File: config.mk
export PLATFORM = sky130hd
export DESIGN_NAME = l1_l2_arbiter
export DESIGN_NICKNAME = d
export VERILOG_FILES = /design/src/rtl/l1_l2_arbiter.sv
export SDC_FILE = /design/constraint.sdc
export NUM_CORES = 1
export LEC_CHECK = 0
export BUFFER_PORTS_ARGS = -buffer_cell sky130_fd_sc_hd__buf_2
export CORE_AREA = 5 5 469 471
export CTS_CLUSTER_SIZE = 8
export DETAILED_ROUTE_END_ITERATION = 6
export DIE_AREA = 0 0 474 476
export HOLD_SLACK_MARGIN = 0.06
export SLEW_MARGIN = 20
export SYNTH_ARGS = -nofsm -noshare
export SYNTH_HDL_FRONTEND = slang
export SYNTH_SLANG_ARGS = --single-unit
File: constraint.sdc
create_clock -name clk -period 1.9 [get_ports clk]
set_input_delay 0.19 -clock clk [delete_from_list [all_inputs] [get_ports clk]]
set_output_delay 0.19 -clock clk [all_outputs]
set_load 0.005 [all_outputs]
File: src/rtl/l1_l2_arbiter.sv
// Arbitrates the shared L2 request port between the L1 I-cache and D-cache.
// The grant is registered, fairness is round-robin, and the ready pulse goes to the owner only.
module l1_l2_arbiter #(
    parameter int ADDR_WIDTH  = 64,
    parameter int BLOCK_WIDTH = 512
) (
    input  logic                   clk,
    input  logic                   nrst,
    input  logic                   read_I_L2,
    input  logic [ADDR_WIDTH-1:0]  addr_I_L2,
    output logic                   ready_L2_I,
    input  logic                   read_D_L2,
    input  logic                   write_D_L2,
    input  logic [ADDR_WIDTH-1:0]  addr_D_L2,
    input  logic [BLOCK_WIDTH-1:0] wdata_D_L2,
    output logic                   ready_L2_D,
    output logic                   read_L1_L2,
    output logic                   write_L1_L2,
    output logic [ADDR_WIDTH-1:0]  addr_L1_L2,
    output logic [BLOCK_WIDTH-1:0] wdata_L1_L2,
    input  logic                   ready_L2_L1,
    output logic [1:0]             grant
);

    typedef enum logic [1:0] {
        IDLE  = 2'b00,
        GNT_I = 2'b01,
        GNT_D = 2'b10
    } state_t;

    state_t state, state_nxt;
    logic   last_d, last_d_nxt;   // 1: D was served most recently
    logic   req_d;

    assign req_d = read_D_L2 | write_D_L2;

    always_ff @(posedge clk or negedge nrst) begin
        if (!nrst) begin
            state  <= IDLE;
            last_d <= 1'b1;
        end else begin
            state  <= state_nxt;
            last_d <= last_d_nxt;
        end
    end

    always_comb begin
        state_nxt  = state;
        last_d_nxt = last_d;
        case (state)
            IDLE: begin
                if (read_I_L2 && req_d)
                    state_nxt = last_d ? GNT_I : GNT_D;
                else if (read_I_L2)
                    state_nxt = GNT_I;
                else if (req_d)
                    state_nxt = GNT_D;
            end
            GNT_I: begin
                // On completion the owner's still-high request is ignored so it cannot win twice in a row
                if (ready_L2_L1) begin
                    last_d_nxt = 1'b0;
                    state_nxt  = req_d ? GNT_D : IDLE;
                end else if (!read_I_L2) begin
                    state_nxt = IDLE;
                end
            end
            GNT_D: begin
                if (ready_L2_L1) begin
                    last_d_nxt = 1'b1;
                    state_nxt  = read_I_L2 ? GNT_I : IDLE;
                end else if (!req_d) begin
                    state_nxt = IDLE;
                end
            end
            default: state_nxt = IDLE;
        endcase
    end

    always_comb begin
        read_L1_L2  = 1'b0;
        write_L1_L2 = 1'b0;
        addr_L1_L2  = '0;
        wdata_L1_L2 = '0;
        ready_L2_I  = 1'b0;
        ready_L2_D  = 1'b0;
        case (state)
            GNT_I: begin
                read_L1_L2 = read_I_L2;
                addr_L1_L2 = addr_I_L2;
                ready_L2_I = ready_L2_L1;
            end
            GNT_D: begin
                write_L1_L2 = write_D_L2;
                read_L1_L2  = read_D_L2 & ~write_D_L2;
                addr_L1_L2  = addr_D_L2;
                wdata_L1_L2 = wdata_D_L2;
                ready_L2_D  = ready_L2_L1;
            end
            default: ;
        endcase
    end

    assign grant = state;

endmodule

==> flow_summary.toml, run 1 <==
[sta]
report.final.setup_viol = 491
timing.final.crit_share_pct = 110
worst_slew_pin_slew_ps = 375
period_minus_slack_ps = 2100
setup_ws_ps = -196
finalHoldViolCount = 0
fmaxAchievable_mhz = 477
grt_setup_unrepaired = "yes"
worst_slew_margin_rel_pct = 75.0
final.hold.worst_slack_ps = 362
finClkSkew_ps = 1.96
final_max_slew_viol_count = 0
timing.setup.tns_ps = -33040

[cells_and_area]
final_cell_count_no_fill = 4929
area_growth_pct = 268
most_frequent_cells_in_the_layout = "sky130_fd_sc_hd__buf_2, sky130_fd_sc_hd__and2_1, sky130_fd_sc_hd__buf_6, sky130_fd_sc_hd__and2_4, sky130_fd_sc_hd__buf_4"
final_layout_size_suffix_gt1_share_pct = 71.5
final_nets = 2635
nFillCells = 25500
layout_commonest_cell = "sky130_fd_sc_hd__buf_2"
final_core_utilization_pct = 7.99

[critical_path]
critPathArrivalTime_ps = 1910
cp_max_fo = 7
crit_path_end_kind = "primary output"
worstPathRequired_ps = 1710
crit_type = "flip-flop to primary output"
setup.worst_path.start_class = "flip-flop"

[placement]
port-buffer-count = 1227
globalplace.congestion = 1.14
cells_after_dpl = 4780
detailedPlacementHpwl_mm = 159

[routing]
postRouteAntennaNets = 0
avgRoutedWirePerCell_um = 35.6
avgViaCountPerCell = 2.46
wirelength_mm = 176
routed-via-count = 12100
detail_route.first_pass.iterations = 5
drt_iter0_markers = 698
post-route-drc-count = 0

[global_route]
overflow = 0
vias_in_the_first_global_route = 11100
grt_pass1_wl_mm = 193
antenna_found_initial = 294
grt_util_all_layers_pct = 14.3
grt_max_degree = 62

[floorplan]
die_area_mm2 = 0.226
floorplan.core_area_mm2 = 0.216
dieWidth_um = 474
fp-row-count = 171
die_height_um = 476
floorplan.initialDensity_pct = 2.17
count_of_pins_on_the_block_boundary = 1228

[synthesis]
synthesis.nets = 1397
seq_area_frac_synth_pct = 1.63
post_synth_num_cell_types = 25
count_of_mapped_cells_out_of_synthesis = 747
synth.avg_cell_area_um2 = 6.27
postSynthRegisterBits = 3
synth_area_mm2 = 0.00469
yosysWarnings = 0

[cts]
worst_skew_pair.late_latency_ps = 230
clockBufferDepth = 2
maximum_level_of_the_cts_h_tree = 1
cts_tree = "built"
cts_root_buf = "sky130_fd_sc_hd__clkbuf_16"
worst_setup_hold_path_clk_slew_ps = 30
cts-buffers-inserted = 3
cts_num_sinks = 3

[worst_hold_path]
hold_path.class = "input pin to flip-flop"

[run]
drv.max_cap_violation_count = 0

[power_and_ir_drop]
static_leakage_power_nw = 8.38
worst_vdd_ir_mv = 0.626
pwr_density_cell_mw_per_mm2 = 1160

[status]
failed_checks = "setup timing"
run_status = "finished with violations"
-- power by group --
group	total (mW)	internal (mW)	switching, mW
logic	19.5	9.09	10.4
registers	0.125	0.101	0.0240
clock network	0.342	0.278	0.0642
total	19.9	9.47	10.5
-- synthesized netlist by cell type --
cell type                  number  area [µm²]
sky130_fd_sc_hd__or3b_2         1        8.76
sky130_fd_sc_hd__or4b_1         1        10.0
sky130_fd_sc_hd__o211ai_1       1        7.51
sky130_fd_sc_hd__ha_1           4        50.1
sky130_fd_sc_hd__and2_1       514        3220
sky130_fd_sc_hd__a21boi_0       1        7.51
sky130_fd_sc_hd__nand2_1        1        3.75
sky130_fd_sc_hd__nor2b_1       64         400
sky130_fd_sc_hd__or3b_1         1        8.76
sky130_fd_sc_hd__mux2i_1        1        10.0
sky130_fd_sc_hd__o21bai_1       1        7.51
sky130_fd_sc_hd__mux2_2         1        11.3
sky130_fd_sc_hd__nor2_1         2        7.51
sky130_fd_sc_hd__nand3b_1       2        15.0
sky130_fd_sc_hd__buf_1          1        3.75
sky130_fd_sc_hd__a22oi_1       64         480
sky130_fd_sc_hd__o31ai_1        1        7.51
sky130_fd_sc_hd__clkbuf_1      49         184
sky130_fd_sc_hd__and2_4         1        8.76
sky130_fd_sc_hd__dfstp_2        1        26.3
sky130_fd_sc_hd__nor3_1         1        5.00
sky130_fd_sc_hd__dfrtp_1        2        50.1
sky130_fd_sc_hd__a21oi_1        1        5.00
sky130_fd_sc_hd__buf_2         28         140
sky130_fd_sc_hd__inv_1          3        11.3
-- what timing repair did --
action                                 in CTS  in global routing
cloned                                     14                 16
buffers inserted                           17                  8
hold buffers                                1                  0
pin swaps                                   3                  5
resized for setup                         234                189
endpoints found under the hold margin       3                  0
setup endpoints to repair                 518                561
-- cell families (layout without fill, tap and decap cells) --
logic type | Yosys count | count (layout) | share of synthesized area, %
compound gates | 69 | 69 | 11.0
fa+ha+maj | 4 | 4 | 1.07
buf+inv | 81 | 1318 | 7.24
flops | 3 | 3 | 1.63
mux | 2 | 2 | 0.454
other cells | 0 | 91 | 0
simple gates | 588 | 588 | 78.6
-- layout make-up --
class	count	area [µm²]	share of cell area, %
Multi-Input combinational cell	663	4580	26.6
Inverter	3	13.8	0.0799
Antenna cell	91	228	1.32
Timing Repair Buffer	1311	8680	50.4
Tap cell	2854	3570	20.7
Clock buffer	4	78.8	0.457
Sequential cell	3	77.6	0.450
-- worst max-delay path: stages (launching register included) --
cell                      delay [ps]
sky130_fd_sc_hd__dfrtp_2         420
sky130_fd_sc_hd__ha_4            190
sky130_fd_sc_hd__buf_12          160
sky130_fd_sc_hd__buf_16          160
sky130_fd_sc_hd__buf_16          150
sky130_fd_sc_hd__a22oi_2         340
sky130_fd_sc_hd__nor2b_1          90
sky130_fd_sc_hd__buf_2           140
-- layer usage --
metal	routed length (µm)	part of all wire (%)	track usage (%)
met3	29900	17	10.6
met1	61300	35	14.8
met5	656	0.37	0
met4	6900	3.9	3.42
met2	76800	44	23.0
-- stage by stage --
stage	worst slack (ps)	area, µm²	power [mW]
2_1_floorplan	253	4690	5.10
3_3_place_gp	-296	14600	14.6
3_5_place_dp	-240	14600	14.6
4_1_cts	-172	15900	18.4
5_1_grt	-219	17100	21.5
6_report	-196	17200	19.9
-- flip-flops by register name, indices dropped and copies added, names as in the netlist --
| name | cells |
|---|---|
| grant | 2 |
| last_d | 1 |
-- path summary, 6_finish.rpt --
check | start | end | slack, ps | cells after the start
worst max-delay path | grant[1] | addr_L1_L2[49] | -200 | 7
worst min-delay path | ready_L2_L1 | last_d | 360 | 3
worst max register to register | grant[0] | grant[0] | -90 | 8
worst min register to register | last_d | last_d | 500 | 2
max in group asynchronous | nrst | last_d | 1170 | 2
min in group asynchronous | nrst | grant[0] | 530 | 2
Note: power is estimated with default switching activity, not from simulation.
==> inputs of run 2 (changes only) <==
--- a/config.mk
+++ b/config.mk
@@ -5,7 +5,7 @@
 export SDC_FILE = /design/constraint.sdc
 export NUM_CORES = 1
 export LEC_CHECK = 0
-export BUFFER_PORTS_ARGS = -buffer_cell sky130_fd_sc_hd__buf_2
+export BUFFER_PORTS_ARGS = -buffer_cell sky130_fd_sc_hd__clkbuf_2
 export CORE_AREA = 5 5 469 471
 export CTS_CLUSTER_SIZE = 8
 export DETAILED_ROUTE_END_ITERATION = 6
==> run 2 against run 1 <==
Compared with the run above: the flow still finishes with violations (setup timing); setup slack improved by 92 ps; combinational power increased by 5%; cell count decreased by 1.3%; flip-flop and latch count unchanged; total power increased by 4.8%; register-to-register slack about the same; wire length decreased by 2.9%; fmax increased by 4.6%; clock skew increased by 0.60 ps; largest cell class unchanged; largest power group unchanged.
==> flow_summary.toml, run 2 (same netlist as run 1, synthesis figures left out) <==
[global_route]
antenna_found_initial = 179
overflow = 0
grt_util_all_layers_pct = 13.9
vias_in_the_first_global_route = 10900
grt_max_degree = 81
grt_pass1_wl_mm = 188

[floorplan]
fp-row-count = 171
die_area_mm2 = 0.226
die_height_um = 476
floorplan.initialDensity_pct = 2.17
floorplan.core_area_mm2 = 0.216
count_of_pins_on_the_block_boundary = 1228
dieWidth_um = 474

[routing]
avgRoutedWirePerCell_um = 35.1
postRouteAntennaNets = 0
detail_route.first_pass.iterations = 5
drt_iter0_markers = 484
routed-via-count = 11500
wirelength_mm = 170
avgViaCountPerCell = 2.37
post-route-drc-count = 0

[cts]
cts_num_sinks = 3
maximum_level_of_the_cts_h_tree = 1
clockBufferDepth = 2
cts-buffers-inserted = 3
cts_tree = "built"
cts_root_buf = "sky130_fd_sc_hd__clkbuf_16"
worst_skew_pair.late_latency_ps = 230
worst_setup_hold_path_clk_slew_ps = 30

[placement]
postPlaceCellArea_mm2 = 0.0147
globalplace.congestion = 1.12
detailedPlacementHpwl_mm = 158
dpl_ws_ps = -44.2
port-buffer-count = 1227

[sta]
finalHoldViolCount = 0
report.final.setup_viol = 110
finClkSkew_ps = 2.57
setup_ws_ps = -104
worst_slew_margin_rel_pct = 77.2
final.hold.worst_slack_ps = 388
timing.final.crit_share_pct = 105
final_max_slew_viol_count = 0
period_minus_slack_ps = 2000
timing.setup.tns_ps = -2820
grt_setup_unrepaired = "yes"
fmaxAchievable_mhz = 499
worst_slew_pin_slew_ps = 340

[cells_and_area]
final_nets = 2631
layout_commonest_cell = "sky130_fd_sc_hd__clkbuf_2"
area_growth_pct = 277
nFillCells = 25600
most_frequent_cells_in_the_layout = "sky130_fd_sc_hd__clkbuf_2, sky130_fd_sc_hd__and2_1, sky130_fd_sc_hd__and2_4, sky130_fd_sc_hd__buf_6, sky130_fd_sc_hd__nor2b_1"
max_ffs_per_register = 2
layout.cell_area.non_filler_mm2 = 0.0176
final_layout_size_suffix_gt1_share_pct = 73.9

[power_and_ir_drop]
static_leakage_power_nw = 8.44
total_power_mw = 20.9
cellInternalPower_mw = 9.98
combinationalPowerShare_pct = 97.8
power.share.switching_pct = 52.2
seq_power_share_pct = 0.6
switchingPower_mw = 10.9
clock_power_share_pct = 1.6
worst_vdd_ir_mv = 0.451
pwr_density_cell_mw_per_mm2 = 1180

[critical_path]
setup.worst_path.start_class = "flip-flop"
crit_type = "flip-flop to primary output"
buf_inv_on_cp = 4
cp_max_fo = 21
timing.critical_path.max_delay_family = "buffers and inverters"
crit_path_end_kind = "primary output"
crit_path_cell_trace = "inv_2 -> ha_4 -> buf_12 -> bufbuf_16 -> a22oi_1 -> nor2b_1 -> clkbuf_2"
critical_path.slowest_cell = "sky130_fd_sc_hd__dfrtp_1"
critical-path-max-stage-delay_ps = 380
critPathArrivalTime_ps = 1810
worstPathRequired_ps = 1710

[run]
drv.max_cap_violation_count = 0

[status]
run_status = "finished with violations"
failed_checks = "setup timing"

[worst_hold_path]
hold_path.class = "input pin to flip-flop"
==> run 2: cell count changes in the layout (fill, tap and decap cells not counted), moves of 31 or more <==
cell,delta
sky130_fd_sc_hd__buf_2,-1013
sky130_fd_sc_hd__diode_2,-62
sky130_fd_sc_hd__and2_4,+31
sky130_fd_sc_hd__and2_1,-32
sky130_fd_sc_hd__clkbuf_2,+973
==> run 2: path summary, 6_finish.rpt <==
path	from	endpoint	slack, ps	cells past startpoint
worst max-delay path	grant[0]	addr_L1_L2[19]	-100	7
worst min-delay path	ready_L2_L1	last_d	390	3
worst max register to register	grant[0]	grant[0]	-90	8
worst min register to register	last_d	last_d	510	2
max in group asynchronous	nrst	last_d	1200	2
min in group asynchronous	nrst	grant[1]	490	2
==> run 2: power by group through the flow <==
stage	sequential, mW	clock (mW)	combinational, mW
floorplan	0.122	0	4.98
global placement	0.124	0	15.5
detailed placement	0.126	0	15.4
CTS	0.121	0.349	18.2
global route	0.126	0.354	22.2
finish	0.124	0.344	20.4
==> run 2: metrics by stage <==
| step | std cells | util [%] |
|---|---|---|
| 2_1_floorplan | 747 | - |
| 3_3_place_gp | 4780 | 6.80 |
| 3_5_place_dp | 4780 | 6.80 |
| 4_1_cts | 4806 | 7.47 |
| 5_1_grt | 4845 | 8.16 |
| 6_report | 4863 | 8.18 |
==> run 2: what timing repair did <==
action	in CTS	in global routing
gates cloned	11	21
pin swaps	3	3
endpoints found under the setup margin	435	470
buffers inserted	10	12
hold buffers	1	0
gates resized for setup	226	537
hold endpoints to repair	3	0
==> run 2: cell type report <==
cell class                      instances  area, µm²  area share (%)
Antenna cell                           29       72.6           0.411
Clock buffer                            4       78.8           0.447
Inverter                                3       13.8          0.0780
Multi-Input combinational cell        663       4760            27.0
Sequential cell                         3       77.6           0.440
Tap cell                             2854       3570            20.2
Timing Repair Buffer                 1307       9080            51.4
==> run 2: per-layer routing <==
layer | GRT usage [%] | share of wire, % | vias up | wire length (µm)
met2 | 22.8 | 45 | 1146 | 75900
met3 | 13.6 | 22 | 317 | 38000
met1 | 12.4 | 30 | 5188 | 50900
met5 | 0 | 0.27 | - | 462
met4 | 2.75 | 3.1 | 64 | 5210
li1 | - | - | 4828 | -
==> run 2: tightest hold or removal path, stage by stage <==
cell	delay (ps)
sky130_fd_sc_hd__clkbuf_2	140
sky130_fd_sc_hd__and2_1	190
sky130_fd_sc_hd__o21bai_1	80
